<file path="config.mk">
export PLATFORM = sky130hd
export DESIGN_NAME = serial_addsub
export DESIGN_NICKNAME = d
export VERILOG_FILES = /design/src/rtl/serial_addsub_pkg.sv /design/src/rtl/fas.sv /design/src/rtl/serial_addsub.sv
export SDC_FILE = /design/constraint.sdc
export NUM_CORES = 1
export LEC_CHECK = 0
export ABC_AREA = 1
export CAP_MARGIN = 20
export CORE_MARGIN = 2
export CORE_UTILIZATION = 40
export DETAILED_ROUTE_END_ITERATION = 12
export HOLD_SLACK_MARGIN = 0.15
export PLACE_DENSITY = 0.68
export REMOVE_ABC_BUFFERS = 1
export SYNTH_ARGS = -nofsm -noshare
export SYNTH_HDL_FRONTEND = slang
export SYNTH_HIERARCHICAL = 1
export SYNTH_SLANG_ARGS = --single-unit
</file>
<file path="constraint.sdc">
create_clock -name clk -period 3.7 [get_ports clk]
set_clock_uncertainty 0.15 [all_clocks]
set_input_delay 0.925 -clock clk [delete_from_list [all_inputs] [get_ports clk]]
set_output_delay 0.925 -clock clk [all_outputs]
set_load 0.03 [all_outputs]
</file>
<file path="src/rtl/serial_addsub_pkg.sv">
// Shared types and constants for the bit-serial adder/subtractor.
package serial_addsub_pkg;

    // Operand width used when the parent does not override WIDTH.
    localparam int DEFAULT_WIDTH = 8;

    // Control states: wait for start, shift WIDTH bits, present the result.
    typedef enum logic [1:0] {
        IDLE = 2'd0,
        RUN  = 2'd1,
        DONE = 2'd2
    } state_e;

    // Counter value on the edge that processes the most significant bit.
    function automatic int last_count(input int width);
        return width - 1;
    endfunction

endpackage

</file>
<file path="src/rtl/fas.sv">
// 1-bit full adder / full subtractor cell.
// a_ns=1: s = a + b + cin, cout = carry out.
// a_ns=0: s = a - b - cin, cout = borrow out.
module fas (
    input  logic a,
    input  logic b,
    input  logic cin,
    input  logic a_ns,
    output logic s,
    output logic cout
);

    logic carry_s;
    logic borrow_s;

    // Sum/difference bit is the same XOR in both modes; only the carry term differs.
    always_comb begin
        s        = a ^ b ^ cin;
        carry_s  = (a & b) | (cin & (a ^ b));
        borrow_s = (~a & (b | cin)) | (b & cin);
        if (a_ns) begin
            cout = carry_s;
        end else begin
            cout = borrow_s;
        end
    end

endmodule

</file>
<file path="src/rtl/serial_addsub.sv">
// Bit-serial adder/subtractor: one bit per clock, LSB first, through a single
// fas cell. IDLE -> RUN (WIDTH cycles) -> DONE (one cycle) -> IDLE.
module serial_addsub
    import serial_addsub_pkg::*;
#(
    parameter int WIDTH = DEFAULT_WIDTH
) (
    input  logic             clk,
    input  logic             rst_n,
    input  logic             start,
    input  logic [WIDTH-1:0] a,
    input  logic [WIDTH-1:0] b,
    input  logic             a_ns,
    output logic             busy,
    output logic             done,
    output logic [WIDTH-1:0] result,
    output logic             cout
);

    localparam int             CNT_W    = $clog2(WIDTH);
    localparam logic [CNT_W-1:0] CNT_LAST = CNT_W'(last_count(WIDTH));

    state_e             state_q,  state_d;
    logic [WIDTH-1:0]   a_sh_q,   a_sh_d;
    logic [WIDTH-1:0]   b_sh_q,   b_sh_d;
    logic [WIDTH-1:0]   res_sh_q, res_sh_d;
    logic               mode_q,   mode_d;
    logic               carry_q,  carry_d;
    logic [CNT_W-1:0]   cnt_q,    cnt_d;
    logic               busy_q,   busy_d;
    logic               done_q,   done_d;
    logic [WIDTH-1:0]   result_q, result_d;
    logic               cout_q,   cout_d;

    logic               cell_s;
    logic               cell_c;
    logic               last_bit_s;

    // The one and only arithmetic cell; it sees the current LSBs and carry.
    fas u_fas (
        .a    (a_sh_q[0]),
        .b    (b_sh_q[0]),
        .cin  (carry_q),
        .a_ns (mode_q),
        .s    (cell_s),
        .cout (cell_c)
    );

    assign last_bit_s = (cnt_q == CNT_LAST);

    // Next-state logic: start is only looked at in IDLE; DONE always returns to IDLE.
    always_comb begin
        state_d = state_q;
        case (state_q)
            IDLE: begin
                if (start) begin
                    state_d = RUN;
                end else begin
                    state_d = IDLE;
                end
            end
            RUN: begin
                if (last_bit_s) begin
                    state_d = DONE;
                end else begin
                    state_d = RUN;
                end
            end
            DONE: begin
                state_d = IDLE;
            end
            default: begin
                state_d = IDLE;
            end
        endcase
    end

    // Datapath next values: load operands on start, shift one bit per RUN cycle,
    // capture the final result and carry/borrow on the last bit.
    always_comb begin
        a_sh_d   = a_sh_q;
        b_sh_d   = b_sh_q;
        res_sh_d = res_sh_q;
        mode_d   = mode_q;
        carry_d  = carry_q;
        cnt_d    = cnt_q;
        result_d = result_q;
        cout_d   = cout_q;
        case (state_q)
            IDLE: begin
                if (start) begin
                    a_sh_d   = a;
                    b_sh_d   = b;
                    res_sh_d = {WIDTH{1'b0}};
                    mode_d   = a_ns;
                    carry_d  = 1'b0;
                    cnt_d    = {CNT_W{1'b0}};
                end else begin
                    cnt_d    = cnt_q;
                end
            end
            RUN: begin
                a_sh_d   = {1'b0, a_sh_q[WIDTH-1:1]};
                b_sh_d   = {1'b0, b_sh_q[WIDTH-1:1]};
                res_sh_d = {cell_s, res_sh_q[WIDTH-1:1]};
                carry_d  = cell_c;
                cnt_d    = cnt_q + CNT_W'(1);
                if (last_bit_s) begin
                    result_d = {cell_s, res_sh_q[WIDTH-1:1]};
                    cout_d   = cell_c;
                end else begin
                    result_d = result_q;
                end
            end
            DONE: begin
                cnt_d = cnt_q;
            end
            default: begin
                cnt_d = {CNT_W{1'b0}};
            end
        endcase
    end

    // Status flags are decoded from the next state so they are registered
    // and line up exactly with the state they describe.
    always_comb begin
        busy_d = (state_d == RUN);
        done_d = (state_d == DONE);
    end

    // All state of the block; reset aborts any operation without a done pulse.
    always_ff @(posedge clk or negedge rst_n) begin
        if (!rst_n) begin
            state_q  <= IDLE;
            a_sh_q   <= {WIDTH{1'b0}};
            b_sh_q   <= {WIDTH{1'b0}};
            res_sh_q <= {WIDTH{1'b0}};
            mode_q   <= 1'b0;
            carry_q  <= 1'b0;
            cnt_q    <= {CNT_W{1'b0}};
            busy_q   <= 1'b0;
            done_q   <= 1'b0;
            result_q <= {WIDTH{1'b0}};
            cout_q   <= 1'b0;
        end else begin
            state_q  <= state_d;
            a_sh_q   <= a_sh_d;
            b_sh_q   <= b_sh_d;
            res_sh_q <= res_sh_d;
            mode_q   <= mode_d;
            carry_q  <= carry_d;
            cnt_q    <= cnt_d;
            busy_q   <= busy_d;
            done_q   <= done_d;
            result_q <= result_d;
            cout_q   <= cout_d;
        end
    end

    assign busy   = busy_q;
    assign done   = done_q;
    assign result = result_q;
    assign cout   = cout_q;

endmodule

</file>
==> reports/results.ini, run 1 <==
[setup_path]
cp_max_fo=2
rr_startpoint=state_q[0]
cp-start-kind=flip-flop
rr_endpoint=cout
cp_cell_sequence=clkdlybuf4s50_1
slowest_stage=clkdlybuf4s50_1
worstRegToRegCells=6
cp.required_ns=2.62
arrival_ns=1.33
crit_family=buffers and inverters
max_stage_delay_ns=0.67
end_kind=output pin
worst-setup-path-type=flip-flop to output pin
critPathBufInv=1
rrSetupSlack_ns=1.54

[clock_tree]
cts_made_buffers=5
path_clk_slew_ns=0.07
cts.sinks=41
worstSkewPairLatency_ns=0.30
cts_resized=0
holdBufCountCts=0
htree_num_levels=2
cts_tree=yes
post_cts_buffers=0
cts_root_buf=clkbuf_8
cts_buffer_depth=2

[route]
via_per_inst=4.65
drt_iter0_drc=137
firstDrtPassIters=4
ant_nets=0
drc=0
drt-total-wl_um=3580
wl_per_cell_um=11.3
vias=1468

[synth]
syn_inst=233
avgSynthCellArea_sq_um=8.16
syn_area_sq_um=1900
seq_area_frac_synth_pct=53.9
ys_seq_elements=41
yosys_warnings=6
synth_cell_types=18

[worst_hold_path]
hold_depth=2
hold_class=flip-flop to flip-flop
min_to=a_sh_q[4]
worstHoldStart=a_sh_q[4]

[sta]
tns_ns=0
hold_violations=0
slew_viol_final=0
finalSetupViolations=0
slew_headroom_pct=41.3
layout_min_cycle_time_ns=2.40
grt_setup_unrepaired=no
max_clock_freq_mhz=416
tightest_slew_ns=0.881
setup_slack_ns=1.30
fin_crit_sh_pct=65.0

[global_route]
grt_usage_pct=15.1
grt_max_degree=42
antenna_found_initial=0
grt_pass1_vias=1350
grt.overflow.total=0
grt_pass1_wl_um=6030

[cells_and_area]
final_common_cell=nand2_1
utilization_pct=49.8
nets=285
n_antenna_cell=0
fillCellCount=450
syn2layout_area_growth_pct=22.1
drive_above_1_share_pct=6.11
final_cell_mix=nand2_1, inv_1, dfrtp_1

[placement]
io_buffers=30
dpl_worst_slack_ns=1.11
dpl.hpwl_um=2400
finalWeightedCongestion=0.795

[die]
core_sq_um=4660
dieArea_sq_um=5320
die_h_um=73.0
num_io_pins=31
die_w_um=73.0
num_rows=25
initial_core_util_pct=40.8

[power_and_ir_drop]
p_leak_nw=1.24
power.density_nw_per_um2=853
power.total_mw=1.98
irDropWorstVdd_mv=0.291

[flow_run]
max_cap_violations=0

[run_status]
outcome=complete, no violations

-- metal layers --
| metal | track usage (%) | routed length [um] | vias up |
|---|---|---|---|
| met4 | 6.17 | 65 | 0 |
| li1 | - | - | 763 |
| met2 | 23.8 | 1720 | 32 |
| met3 | 4.28 | 141 | 4 |
| met1 | 19.6 | 1650 | 669 |
| met5 | 0 | 0 | - |
-- synthesized netlist by cell type, drive strengths merged --
cell | number | area [sq um]
dfrtp | 41 | 1030
nor2 | 3 | 13.8
inv | 44 | 165
ha | 2 | 25.0
o21ai | 19 | 95.1
nand3 | 31 | 155
nand2 | 82 | 323
clkbuf | 1 | 3.75
fa | 2 | 40.0
buf | 8 | 55.1
-- through the flow --
| stage | cell area (sq um) | cells | hold slack [ns] |
|---|---|---|---|
| 2_1_floorplan | 1840 | 224 | 0.299 |
| 3_3_place_gp | 2210 | 308 | 0.313 |
| 3_5_place_dp | 2210 | 308 | 0.317 |
| 4_1_cts | 2320 | 316 | 0.336 |
| 5_1_grt | 2320 | 316 | 0.357 |
| 6_report | 2320 | 316 | 0.334 |
-- how the worst max path moves through the flow --
| stage | startpoint | to | depth (start not counted) |
|---|---|---|---|
| after floorplan | start | a_sh_q[0] | 5 |
| after global placement | start | a_sh_q[4] | 6 |
| after detailed placement | start | b_sh_q[5] | 6 |
| after CTS | result[2] | result[2] | 1 |
| after global routing | cout | cout | 1 |
| final | result[2] | result[2] | 1 |
-- report_power, final --
| group | switching, mW | total, mW | internal [mW] |
|---|---|---|---|
| clock network | 0.152 | 0.372 | 0.220 |
| logic | 0.489 | 0.810 | 0.321 |
| registers | 0.144 | 0.800 | 0.656 |
-- logic make-up after synthesis --
logic type / count (synthesis) / share of synthesized area, %
AO/OA/AOI/OAI: 19 / 5.00
adder cells (fa/ha/maj): 4 / 3.42
buffers and inverters: 53 / 11.8
flip-flops: 41 / 53.9
AND/OR/NAND/NOR: 116 / 25.9
-- registers in the layout, summed over array words and instances (netlist names) --
| name | cells |
|---|---|
| cout | 1 |
| busy | 1 |
| carry_q | 1 |
| res_sh_q | 7 |
| state_q | 2 |
| b_sh_q | 8 |
| a_sh_q | 8 |
| mode_q | 1 |
| result | 8 |
| cnt_q | 3 |
| done | 1 |
-- area by class of cell --
type | count | area (sq um) | area share (%)
inverter | 44 | 165 | 7.11
tap | 54 | 67.6 | 2.91
sequential | 41 | 1030 | 44.2
timing repair buffer | 30 | 295 | 12.7
clock inverter | 1 | 30.0 | 1.29
clock buffer | 7 | 86.3 | 3.72
multi-input combinational | 139 | 652 | 28.1
No activity file was read; power rests on OpenSTA's default activity.
==> run 2: changes to the inputs <==
==> constraint.sdc (replaced) <==
create_clock -name clk -period 2.4 [get_ports clk]
set_clock_uncertainty 0.15 [all_clocks]
set_input_delay 0.6 -clock clk [delete_from_list [all_inputs] [get_ports clk]]
set_output_delay 0.6 -clock clk [all_outputs]
set_load 0.03 [all_outputs]
==> run 2 against run 1 <==
Worst setup slack lost 0.96 ns. First-iteration DRC count fell by 43%. Sequential power up 51%. Power increased by 49%. Flip-flop and latch count unchanged. Wire length down 1.9%. Design area up 0.27%. Critical path depth stayed put. Combinational power is 62% higher. Non-clock buffer count rose by 4. Highest routed layer unchanged.
==> reports/results.ini, run 2 (synthesis results as in run 1) <==
[cells_and_area]
drive_above_1_share_pct=6.77  ; +0.66 points
nets=289  ; +1.4%
finish.instance_area_sq_um=2330  ; +0.27%
fin_cells=320  ; +1.3%
utilization_pct=50.0  ; +0.13 points
final_common_cell=nand2_1
syn2layout_area_growth_pct=22.4
fillCellCount=441  ; -2.0%
final_cell_mix=nand2_1, inv_1, dfrtp_1
n_antenna_cell=0  ; unchanged

[route]
firstDrtPassIters=4  ; unchanged
drt_iter0_drc=78  ; -43%
drt-total-wl_um=3510  ; -1.9%
vias=1471  ; +0.20%
drc=0  ; unchanged
wl_per_cell_um=11.0  ; -3.2%
ant_nets=0  ; unchanged
via_per_inst=4.60  ; -1.0%

[setup_path]
max_stage_delay_ns=0.67  ; about the same
cp_cell_sequence=clkdlybuf4s50_1
worstRegToRegCells=6  ; unchanged
rr_startpoint=state_q[1]
arrival_ns=1.32  ; about the same
end_kind=output pin
crit_start=result[6]
critPathBufInv=1  ; unchanged
rr_endpoint=a_sh_q[3]
rrSetupSlack_ns=0.67  ; -0.87 ns
crit_family=buffers and inverters
cp.required_ns=1.65  ; -0.97 ns
cp_max_fo=2  ; unchanged
worst-setup-path-type=flip-flop to output pin
cp-start-kind=flip-flop
slowest_stage=clkdlybuf4s50_1

[power_and_ir_drop]
power.density_nw_per_um2=1270  ; +48%
power.total_mw=2.95  ; +49%
p_leak_nw=1.24  ; +0.42%
irDropWorstVdd_mv=0.531  ; +83%

[die]
num_io_pins=31  ; unchanged
dieArea_sq_um=5320  ; unchanged
die_h_um=73.0  ; unchanged
die_w_um=73.0  ; unchanged
initial_core_util_pct=40.8  ; unchanged
core_sq_um=4660  ; unchanged
num_rows=25  ; unchanged

[global_route]
grt_pass1_vias=1378  ; +2.1%
antenna_found_initial=0  ; unchanged
grt_pass1_wl_um=5980  ; -0.80%
grt.overflow.total=0  ; unchanged
grt_usage_pct=14.8  ; -0.31 points
grt_max_degree=42  ; unchanged

[clock_tree]
cts_made_buffers=5  ; unchanged
htree_num_levels=2  ; unchanged
cts_tree=yes
worstSkewPairLatency_ns=0.29  ; about the same
cts_root_buf=clkbuf_8
post_cts_buffers=0  ; unchanged
cts.sinks=41  ; unchanged
path_clk_slew_ns=0.07  ; about the same
cts_resized=0  ; unchanged
holdBufCountCts=0  ; unchanged
cts_buffer_depth=2  ; unchanged

[placement]
post_dp_cell_area_sq_um=2250  ; +1.9%
finalWeightedCongestion=0.788  ; -0.94%
dpl.cell_count=312  ; +1.3%
io_buffers=30  ; unchanged
dpl_worst_slack_ns=0.376  ; -0.733 ns
dpl.hpwl_um=2380  ; -0.86%

[sta]
tightest_slew_ns=0.506  ; -0.375 ns
grt_setup_unrepaired=no
slew_viol_final=0  ; unchanged
setup_slack_ns=0.335  ; -0.960 ns
tns_ns=0  ; unchanged
finalSetupViolations=0  ; unchanged
hold_violations=0  ; unchanged
max_clock_freq_mhz=484
slew_headroom_pct=66.3  ; +25 points
whs_ns=0.217  ; -0.117 ns
layout_min_cycle_time_ns=2.07
fin_crit_sh_pct=86.0

[flow_run]
max_cap_violations=0  ; unchanged

[worst_hold_path]
hold_class=primary input to asynchronous set/reset pin

[run_status]
outcome=complete, no violations

## run 2: layer usage
layer | wire, um | up-vias | global-route usage, %
met1 | 1720 | 678 | 19.9
li1 | - | 764 | -
met3 | 92 | 8 | 3.73
met5 | 0 | - | 0
met2 | 1600 | 21 | 22.2
met4 | 92 | 0 | 7.41
## run 2: where the power goes
group	switching (mW)	internal, mW	leakage [nW]
clock network	0.220	0.207	0.0395
logic	0.776	0.535	0.694
registers	0.199	1.01	0.507
## run 2: how the worst max path moves through the flow
stage / endpoint / slack, ns / cells after the start
final: result[6] / 0.33 / 1
after global placement: a_sh_q[4] / 0.41 / 6
after floorplan: cout / 0.74 / 6
after CTS: result[6] / 0.31 / 1
after detailed placement: a_sh_q[3] / 0.38 / 6
after global routing: result[6] / 0.27 / 1
## run 2: layout make-up
class                      count  area (sq um)  share of cell area, %
clock buffer                   8          80.1                   3.44
sequential                    41          1030                   44.1
tap                           54          67.6                   2.90
timing repair buffer          34           338                   14.5
multi-input combinational    139           652                   28.0
inverter                      44           165                   7.09
